File: src/rtl/regfile_wb_arbiter_pkg.sv
// Shared constants and types for the register-file write-back scheduler.
package regfile_pkg;
    localparam int NREG       = 32;
    localparam int AW         = 5;
    localparam int DW         = 32;
    localparam int PRIO_RR    = 0;
    localparam int PRIO_FIXED = 1;

    typedef struct packed {
        logic          valid;
        logic [AW-1:0] rd;
        logic [DW-1:0] data;
    } wb_req_t;

    // Conflict pointer: which source wins the next A/B collision.
    typedef enum logic {
        FAVOR_A = 1'b0,
        FAVOR_B = 1'b1
    } rr_state_t;
endpackage

File: src/rtl/regfile_wb_arbiter_rr_arbiter2.sv
// Two-requester arbiter: round-robin on collisions, or fixed priority to A.
module rr_arbiter2
    import regfile_pkg::*;
(
    input  logic clk,
    input  logic rst_n,
    input  logic fixed_prio,
    input  logic req_a,
    input  logic req_b,
    output logic gnt_a,
    output logic gnt_b
);
    rr_state_t state, state_nxt;

    always_ff @(posedge clk or negedge rst_n) begin
        if (!rst_n) state <= FAVOR_A;
        else        state <= state_nxt;
    end

    // The pointer only moves on a real collision, so lone requests never skew fairness.
    always_comb begin
        gnt_a     = 1'b0;
        gnt_b     = 1'b0;
        state_nxt = state;
        if (req_a && req_b) begin
            if (fixed_prio) begin
                gnt_a = 1'b1;
            end else if (state == FAVOR_A) begin
                gnt_a     = 1'b1;
                state_nxt = FAVOR_B;
            end else begin
                gnt_b     = 1'b1;
                state_nxt = FAVOR_A;
            end
        end else begin
            gnt_a = req_a;
            gnt_b = req_b;
        end
    end
endmodule

File: src/rtl/regfile_wb_arbiter.sv
// Write-back scheduler sharing the register-file write port between two sources,
// with a pending-write scoreboard for RAW/WAW hazard detection.
module regfile_wb_arbiter
    import regfile_pkg::*;
#(
    parameter int PRIO_MODE = PRIO_RR
)
(
    input  logic            clk,
    input  logic            rst_n,
    input  logic            iss_valid,
    input  logic [AW-1:0]   iss_rd,
    output logic            iss_ready,
    input  logic [AW-1:0]   rs1,
    input  logic [AW-1:0]   rs2,
    output logic            rs1_busy,
    output logic            rs2_busy,
    input  logic            a_valid,
    input  logic [AW-1:0]   a_rd,
    input  logic [DW-1:0]   a_data,
    output logic            a_ready,
    input  logic            b_valid,
    input  logic [AW-1:0]   b_rd,
    input  logic [DW-1:0]   b_data,
    output logic            b_ready,
    output logic            RegWrite,
    output logic [AW-1:0]   WR,
    output logic [DW-1:0]   WD,
    output logic [NREG-1:0] busy_vec,
    output logic            wb_err
);
    wb_req_t         a_req, b_req, win;
    logic            gnt_a, gnt_b;
    logic [NREG-1:0] busy, busy_nxt;

    assign a_req = '{valid: a_valid, rd: a_rd, data: a_data};
    assign b_req = '{valid: b_valid, rd: b_rd, data: b_data};

    rr_arbiter2 u_arb (
        .clk        (clk),
        .rst_n      (rst_n),
        .fixed_prio (PRIO_MODE == PRIO_FIXED),
        .req_a      (a_valid),
        .req_b      (b_valid),
        .gnt_a      (gnt_a),
        .gnt_b      (gnt_b)
    );

    assign a_ready = gnt_a;
    assign b_ready = gnt_b;

    always_comb begin
        win = '0;
        if (gnt_a)      win = a_req;
        else if (gnt_b) win = b_req;
    end

    // Hazard views use registered busy only; a commit this cycle is not bypassed.
    assign iss_ready = (iss_rd == '0) || !busy[iss_rd];
    assign rs1_busy  = (rs1 != '0) && busy[rs1];
    assign rs2_busy  = (rs2 != '0) && busy[rs2];
    assign busy_vec  = busy;

    // Set is applied after clear so a same-edge race leaves the register pending.
    always_comb begin
        busy_nxt = busy;
        if (RegWrite) busy_nxt[WR] = 1'b0;
        if (iss_valid && iss_ready && (iss_rd != '0)) busy_nxt[iss_rd] = 1'b1;
    end

    always_ff @(posedge clk or negedge rst_n) begin
        if (!rst_n) begin
            RegWrite <= 1'b0;
            WR       <= '0;
            WD       <= '0;
            busy     <= '0;
            wb_err   <= 1'b0;
        end else begin
            busy     <= busy_nxt;
            RegWrite <= win.valid && (win.rd != '0);
            if (win.valid) begin
                WR <= win.rd;
                WD <= win.data;
            end
            if (win.valid && (win.rd != '0) && !busy[win.rd]) wb_err <= 1'b1;
        end
    end
endmodule
File: config.mk
export PLATFORM = sky130hd
export DESIGN_NAME = regfile_wb_arbiter
export DESIGN_NICKNAME = d
export VERILOG_FILES = /design/src/rtl/regfile_wb_arbiter_pkg.sv /design/src/rtl/regfile_wb_arbiter_rr_arbiter2.sv /design/src/rtl/regfile_wb_arbiter.sv
export SDC_FILE = /design/constraint.sdc
export NUM_CORES = 1
export LEC_CHECK = 0
export CAP_MARGIN = 25
export CORE_MARGIN = 2
export CORE_UTILIZATION = 29
export CTS_CLUSTER_DIAMETER = 60
export CTS_CLUSTER_SIZE = 8
export DETAILED_ROUTE_END_ITERATION = 8
export GPL_TIMING_DRIVEN = 0
export PLACE_DENSITY = 0.72
export SLEW_MARGIN = 20
export SYNTH_ARGS = -nofsm -noshare
export SYNTH_HDL_FRONTEND = slang
export SYNTH_SLANG_ARGS = --single-unit
File: constraint.sdc
create_clock -name clk -period 2.6 [get_ports clk]
set_input_delay 0.52 -clock clk [delete_from_list [all_inputs] [get_ports clk]]
set_output_delay 0.52 -clock clk [all_outputs]
set_load 0.05 [all_outputs]
# Yosys cells after proc, flatten, opt, wreduce, memory -nomap -nowiden
# Index checks and enable logic that the tools add are counted.
word_totals:
  elab_cells: 53
  output_inout_bits: 76
  in_bits: 94
  regBits: 72
classes:
  bitwise_logic: 3
  n_mux: 20
  n_lt_le_gt_ge: 7
  reduce_logical: 17
ops:
  columns: ["op", "n"]
  rows:
  - ["$mux 38", 2]
  - ["$mux 32", 2]
  - ["$and 32x32->32", 1]
  - ["$not 32->32", 1]
  - ["$or 32x32->32", 1]
  - ["$lt 5x6->1 const B", 5]
  - ["$bmux 1 s5", 4]
  - ["$reduce_bool 5->1", 4]
  - ["$demux 1 s5", 2]
  - ["$ge 5x1->1 const B", 2]
  - ["$mux 1", 10]
  - ["$logic_and 1x1->1", 9]
  - ["$logic_not 5->1", 1]
  - ["$logic_not 1->1", 2]
  - ["$logic_or 1x1->1", 1]

# Logic depth before layout (Yosys ltp)
depth:
  depth_word: 9
  depth_mapped: 9
  depth_no_buf: 7

# By module
# From an unflattened synthesis, not the netlist that was laid out.
hier_totals:
  hier_cells: 442
  hier_area_um2: 4379.2
by_module_without_submodules:
  columns: ["module", "cells_each", "area_per_inst_um2", "instances", "seq_area_each_um2"]
  rows:
  - ["regfile_wb_arbiter", 435, 4315.4, 1, 1776.7]
  - ["rr_arbiter2", 7, 63.8, 1, 25.0]

# Least setup slack after synthesis
# No wires, ideal clock.
synth_path:
  path_type: "input -> output"
  startpoint: "in iss_rd[0]"
  endpoint: "out iss_ready"
  arrival_time_ns: 2.641
  n_path_buf: 1
  required_time_ns: 2.080
  path_slack_ns: -0.561
  stages: 5
  cell_sequence: "clkbuf_8 > mux4_1 > a32oi_1 > nand4_1 > o21ai_0"
synth_via:
  elab_chain_cells: 4
synth_rtl:
  columns: ["item", "line", "rtl"]
  rows:
  - ["start, declared", "regfile_wb_arbiter.sv:12", "input logic [AW-1:0] iss_rd,"]
  - ["$bmux 1 s5", "regfile_wb_arbiter.sv:59", "assign iss_ready = (iss_rd == '0) || !busy[iss_rd];"]
  - ["$mux 1 (not written as such)", "regfile_wb_arbiter.sv:59", null]
  - ["$logic_not 1->1", "regfile_wb_arbiter.sv:59", null]
  - ["$logic_or 1x1->1 *", "regfile_wb_arbiter.sv:59", null]
  - ["end, declared", "regfile_wb_arbiter.sv:13", "output logic iss_ready,"]
# Mark *: on every way between the ends. The rest lies on a longest branch, timed or not. The select of a mux whose other input is x is not followed.

# Worst setup path after layout
layout_path:
  startpoint: "reg busy[11], in the netlist busy_vec[11]"
  endpoint: "out rs2_busy"
layout_via:
  elab_chain_cells: 3
layout_rtl:
  columns: ["item", "line", "rtl"]
  rows:
  - ["start, declared", "regfile_wb_arbiter.sv:34", "logic [NREG-1:0] busy, busy_nxt;"]
  - ["start signal, assigned", "regfile_wb_arbiter.sv:79", "busy <= busy_nxt;"]
  - ["$bmux 1 s5", "regfile_wb_arbiter.sv:61", "assign rs2_busy = (rs2 != '0) && busy[rs2];"]
  - ["$mux 1 (not written as such)", "regfile_wb_arbiter.sv:61", null]
  - ["$logic_and 1x1->1", "regfile_wb_arbiter.sv:61", null]
  - ["end, declared", "regfile_wb_arbiter.sv:17", "output logic rs2_busy,"]
# Every way passes these cells. The select of a mux whose other input is x is not followed.

==> results by stage <==
Worst setup path:
- The path type of the worst setup path is reg2out.
- The biggest fanout along the worst timing path is 4.
- The highest cell delay on the worst timing path is 0.51 ns.
- The worst setup path is launched from a flop.
- The element type at the critical path end is a primary output.
- The number of buffers and inverters on the critical path is 1.
- The most numerous cell on the critical path is sky130_fd_sc_hd__mux4_2.
- The signal on the critical path passes through mux4_2, mux4_2, mux2_4, buf_6.
- Among all stages on the critical path, the largest delay is contributed by sky130_fd_sc_hd__mux4_2.
- STA puts the critical path data required time at 2.08 ns.
- The family of cells with the greatest summed delay on the critical path is multiplexers.
- The critical path data arrival time is 2.18 ns.

Place:
- The cell count after placement is 772.
- The detailed placement HPWL is 11400 um.
- The final weighted congestion in routability-driven placement is 0.970.
- The standard cell area after detailed placement is 6110 um^2.
- Port buffering added 165 buffers.

Pwr:
- The cell area power density is 1130 nW/um^2.
- In this run the static leakage power is 0.00265 uW.
- Of the total power, the share spent switching nets is 0.454.
- The share of total power dissipated in the clock network is 0.189.
- The cell-internal power is 4160 uW.
- Of the total power, registers draw 0.259.
- Of the total power, combinational logic draws 0.552.
- VDD sags by at most 424 uV.
- The switching power summed over all nets is 3460 uW.

Clock network:
- The tree is rooted in a sky130_fd_sc_hd__clkbuf_16.
- After clock tree synthesis, the clock-pin slew on the worst setup and hold paths is 0.06 ns.
- The number of levels in the clock H-tree is 3.
- Clock tree synthesis inserted a total of 9 buffers.
- The maximum number of buffers from clock root to sink is 2.
- Hold repair after CTS inserted 0 buffers.
- The insertion delay to the later sink of the worst-skew pair is 0.33 ns.
- TritonCTS built the clock tree.
- The number of clock sinks is 72.

Synthesis:
- Counting every instance in the synthesized netlist gives 426.
- The mapped netlist covers 4190 um^2.
- The synthesized netlist net count is 520.
- By area, the combinational part of the netlist is dominated by compound AO/OA/AOI/OAI gates.
- The share of async-settable or async-resettable flops after synthesis is 1.00.
- The synthesized-area fraction occupied by and/or/nand/nor cells is 0.152.
- Of the total synthesized cell area, the portion taken by XOR and XNOR cells is 0.00209.
- The post-synthesis compound-gate area fraction was 0.202.
- The count of cell types in the netlist is 47.
- The count of flip-flops with a built-in enable after synthesis is 0.
- Of the total synthesized cell area, the portion taken by full adders, half adders and majority gates is 0.
- Counting flops and latches in the post-synthesis netlist gives 72.
- Yosys printed 0 warnings.
- The top flip-flop cell by instance count after synthesis is sky130_fd_sc_hd__dfrtp_1.
- Of the post-synthesis cell area, the part taken by muxes is 0.169.
- The mean cell area of the mapped netlist is 9.82 um^2.
- Of the synthesized area, sequential elements account for 0.430.

GRT:
- Entering global routing, the biggest net connects 50 pins.
- For this run, the total global-route usage over all layers was measured as 0.198.
- The initial antenna violation count is 0.
- The total overflow left after global routing is 0.
- The first global-routing pass estimated 23200 um of wire.
- The number of global-route vias before repair is 4479.

Drt:
- Summing over every cut layer, the via total after detailed routing is 4427.
- Dividing the detail-routed via count by the number of cells gives 5.46.
- Before antenna repair, the detailed router went through 6 iterations.
- The residual DRC count is 0.
- Summed over all layers, the routed wires come to 15400 um.
- After detailed routing, the average wire length per cell comes to 19.0 um.
- The number of nets with antenna violations after routing is 0.
- For this block, the initial DRC count from the detailed router was 435.

Cells and area:
- The storage element area is 1830 um^2.
- The cell area after layout is 6740 um^2.
- The number of nets in the layout is 720.
- Excluding fillers, the count of instances in the completed layout stands at 811.
- In the final layout, the share of cells above drive strength 1 is 0.204.
- Leaving out fill and tap cells, the most frequent cells in the layout are 155 x sky130_fd_sc_hd__clkdlybuf4s50_1, 71 x sky130_fd_sc_hd__nor2_1, 66 x sky130_fd_sc_hd__o21ai_0, 53 x sky130_fd_sc_hd__dfrtp_1, 32 x sky130_fd_sc_hd__o22ai_1.
- Leaving out fill and tap cells, the most frequent cell in the layout is sky130_fd_sc_hd__clkdlybuf4s50_1.
- The number of antenna diodes is 0.
- The filler cell count is 1306.
- The post-synthesis to final-layout area growth is 60.9%.
- The multi-input combinational cells in the finished layout cover a total of 2260 um^2.

Floorplan:
- The die area is 15400 um^2.
- The die is 124 um tall.
- The top-level I/O count is 170.
- The number of rows in the core area is 43.
- The effective utilization at floorplan is 0.299.
- The die width is 124 um.
- The area of the core is 14000 um^2.

STA:
- The number of hold violations in the final report was 0.
- The final critical delay including setup and external delays is 2.70 ns.
- The worst pin sits at a relative slew slack of 0.634.
- For this run, the top clock speed supported by timing is 0.370 GHz.
- The post-route worst setup slack is -0.104 ns.
- Between clock sinks in the finished design, the worst skew comes to 0.00773 ns.
- Setup violations remaining at the end of the flow were counted as 3.
- The share of the cycle needed by the critical path after routing is 1.04.
- Setup repair after global routing could not meet its margin everywhere.
- The max-slew violation total from the final report was 0.
- The final worst hold slack is 0.0864 ns.
- At the pin with the least slew margin, the transition time is 0.548 ns.

Job:
- The reported max-cap violation count is 0.

Outcome:
- The run finished, with violations left.
- The final reports fail on setup timing.

Worst hold path:
- The class of the tightest hold or removal check is in2async.
area by class of cell:
class                      instances  area share
clock buffer                      11      0.0360
timing repair buffer             190       0.275
multi-input combinational        313       0.335
buffer                            29      0.0273
sequential                        72       0.271
tap                              180      0.0334
inverter                          11     0.00650
clock inverter                     5      0.0154
worst register-to-register path, stage by stage (launching register included):
cell	delay (ns)
sky130_fd_sc_hd__dfrtp_2	0.43
sky130_fd_sc_hd__buf_4	0.16
sky130_fd_sc_hd__mux4_2	0.47
sky130_fd_sc_hd__a32oi_2	0.20
sky130_fd_sc_hd__nand4_1	0.17
sky130_fd_sc_hd__buf_4	0.18
sky130_fd_sc_hd__nor3_4	0.18
sky130_fd_sc_hd__nand3b_1	0.11
sky130_fd_sc_hd__buf_4	0.18
sky130_fd_sc_hd__o21ai_0	0.25
what timing repair did:
| item | CTS | global route |
|---|---|---|
| gates resized for setup | 74 | 22 |
| cloned | 1 | 0 |
| setup endpoints to repair | 37 | 32 |
| hold endpoints to repair | 0 | 0 |
| buffers inserted | 20 | 3 |
| pin swaps | 3 | 4 |
through the flow:
stage                     setup TNS, ns  power, uW  setup WS, ns  utilization
after global routing             -0.391       7940        -0.148        0.481
after global placement          -122.24       5730         -1.41        0.435
after floorplan                       0       4330        0.0468            -
after CTS                        -0.253       7530        -0.102        0.477
after detailed placement         -22.80       5800         -1.17        0.436
final                            -0.227       7620        -0.104        0.481
Yosys cell counts, types with 5 or more instances:
cell	instances	area share
sky130_fd_sc_hd__dfrtp_1	72	0.43
sky130_fd_sc_hd__nor2_1	71	0.064
sky130_fd_sc_hd__o21ai_0	68	0.081
sky130_fd_sc_hd__o22ai_1	32	0.048
sky130_fd_sc_hd__nand2_1	30	0.027
sky130_fd_sc_hd__clkbuf_1	24	0.022
sky130_fd_sc_hd__mux4_2	21	0.11
sky130_fd_sc_hd__inv_1	10	0.0090
sky130_fd_sc_hd__nand3b_1	9	0.016
sky130_fd_sc_hd__a211oi_1	8	0.014
sky130_fd_sc_hd__a221oi_1	7	0.015
sky130_fd_sc_hd__mux2i_1	7	0.017
sky130_fd_sc_hd__mux4_1	5	0.031
layer usage:
| layer | part of all wire | global-route usage | vias to the layer above |
|---|---|---|---|
| met2 | 0.50 | 0.332 | 246 |
| met3 | 0.092 | 0.0499 | 37 |
| met5 | 0 | 0 | - |
| li1 | - | - | 1990 |
| met1 | 0.38 | 0.243 | 2154 |
| met4 | 0.022 | 0.0765 | 0 |
final timing paths:
check                                        startpoint                      end  slack, ns  cells past startpoint
worst max-delay path             busy_vec[11]$_DFF_PN0_                 rs2_busy      -0.10                      4
worst min-delay path                              rst_n        WD[0]$_DFFE_PN0P_       0.09                      1
worst max register to register   busy_vec[11]$_DFF_PN0_   busy_vec[18]$_DFF_PN0_       0.17                      9
worst min register to register  u_arb.state$_DFFE_PN0N_  u_arb.state$_DFFE_PN0N_       0.50                      1
max in group asynchronous                         rst_n    busy_vec[4]$_DFF_PN0_       1.94                      2
min in group clk                u_arb.state$_DFFE_PN0N_  u_arb.state$_DFFE_PN0N_       0.50                      1
power by group through the flow:
stage	clock [uW]	sequential, uW	combinational (uW)
after floorplan	0	3090	1240
after global placement	0	2010	3720
after detailed placement	0	2020	3780
after CTS	1460	1940	4130
after global routing	1520	2020	4400
final	1440	1970	4210
flip-flops by register name, summed over array words and instances (netlist names):
signal       cells
RegWrite         1
busy_vec        32
u_arb.state      1
WR               5
wb_err           1
WD              32
cell families after synthesis:
kind of cell / count (synthesis)
AO/OA/AOI/OAI: 137
XOR/XNOR: 1
buffers and inverters: 41
flip-flops: 72
multiplexers: 36
AND/OR/NAND/NOR: 139
No activity file was read; power rests on OpenSTA's default activity.
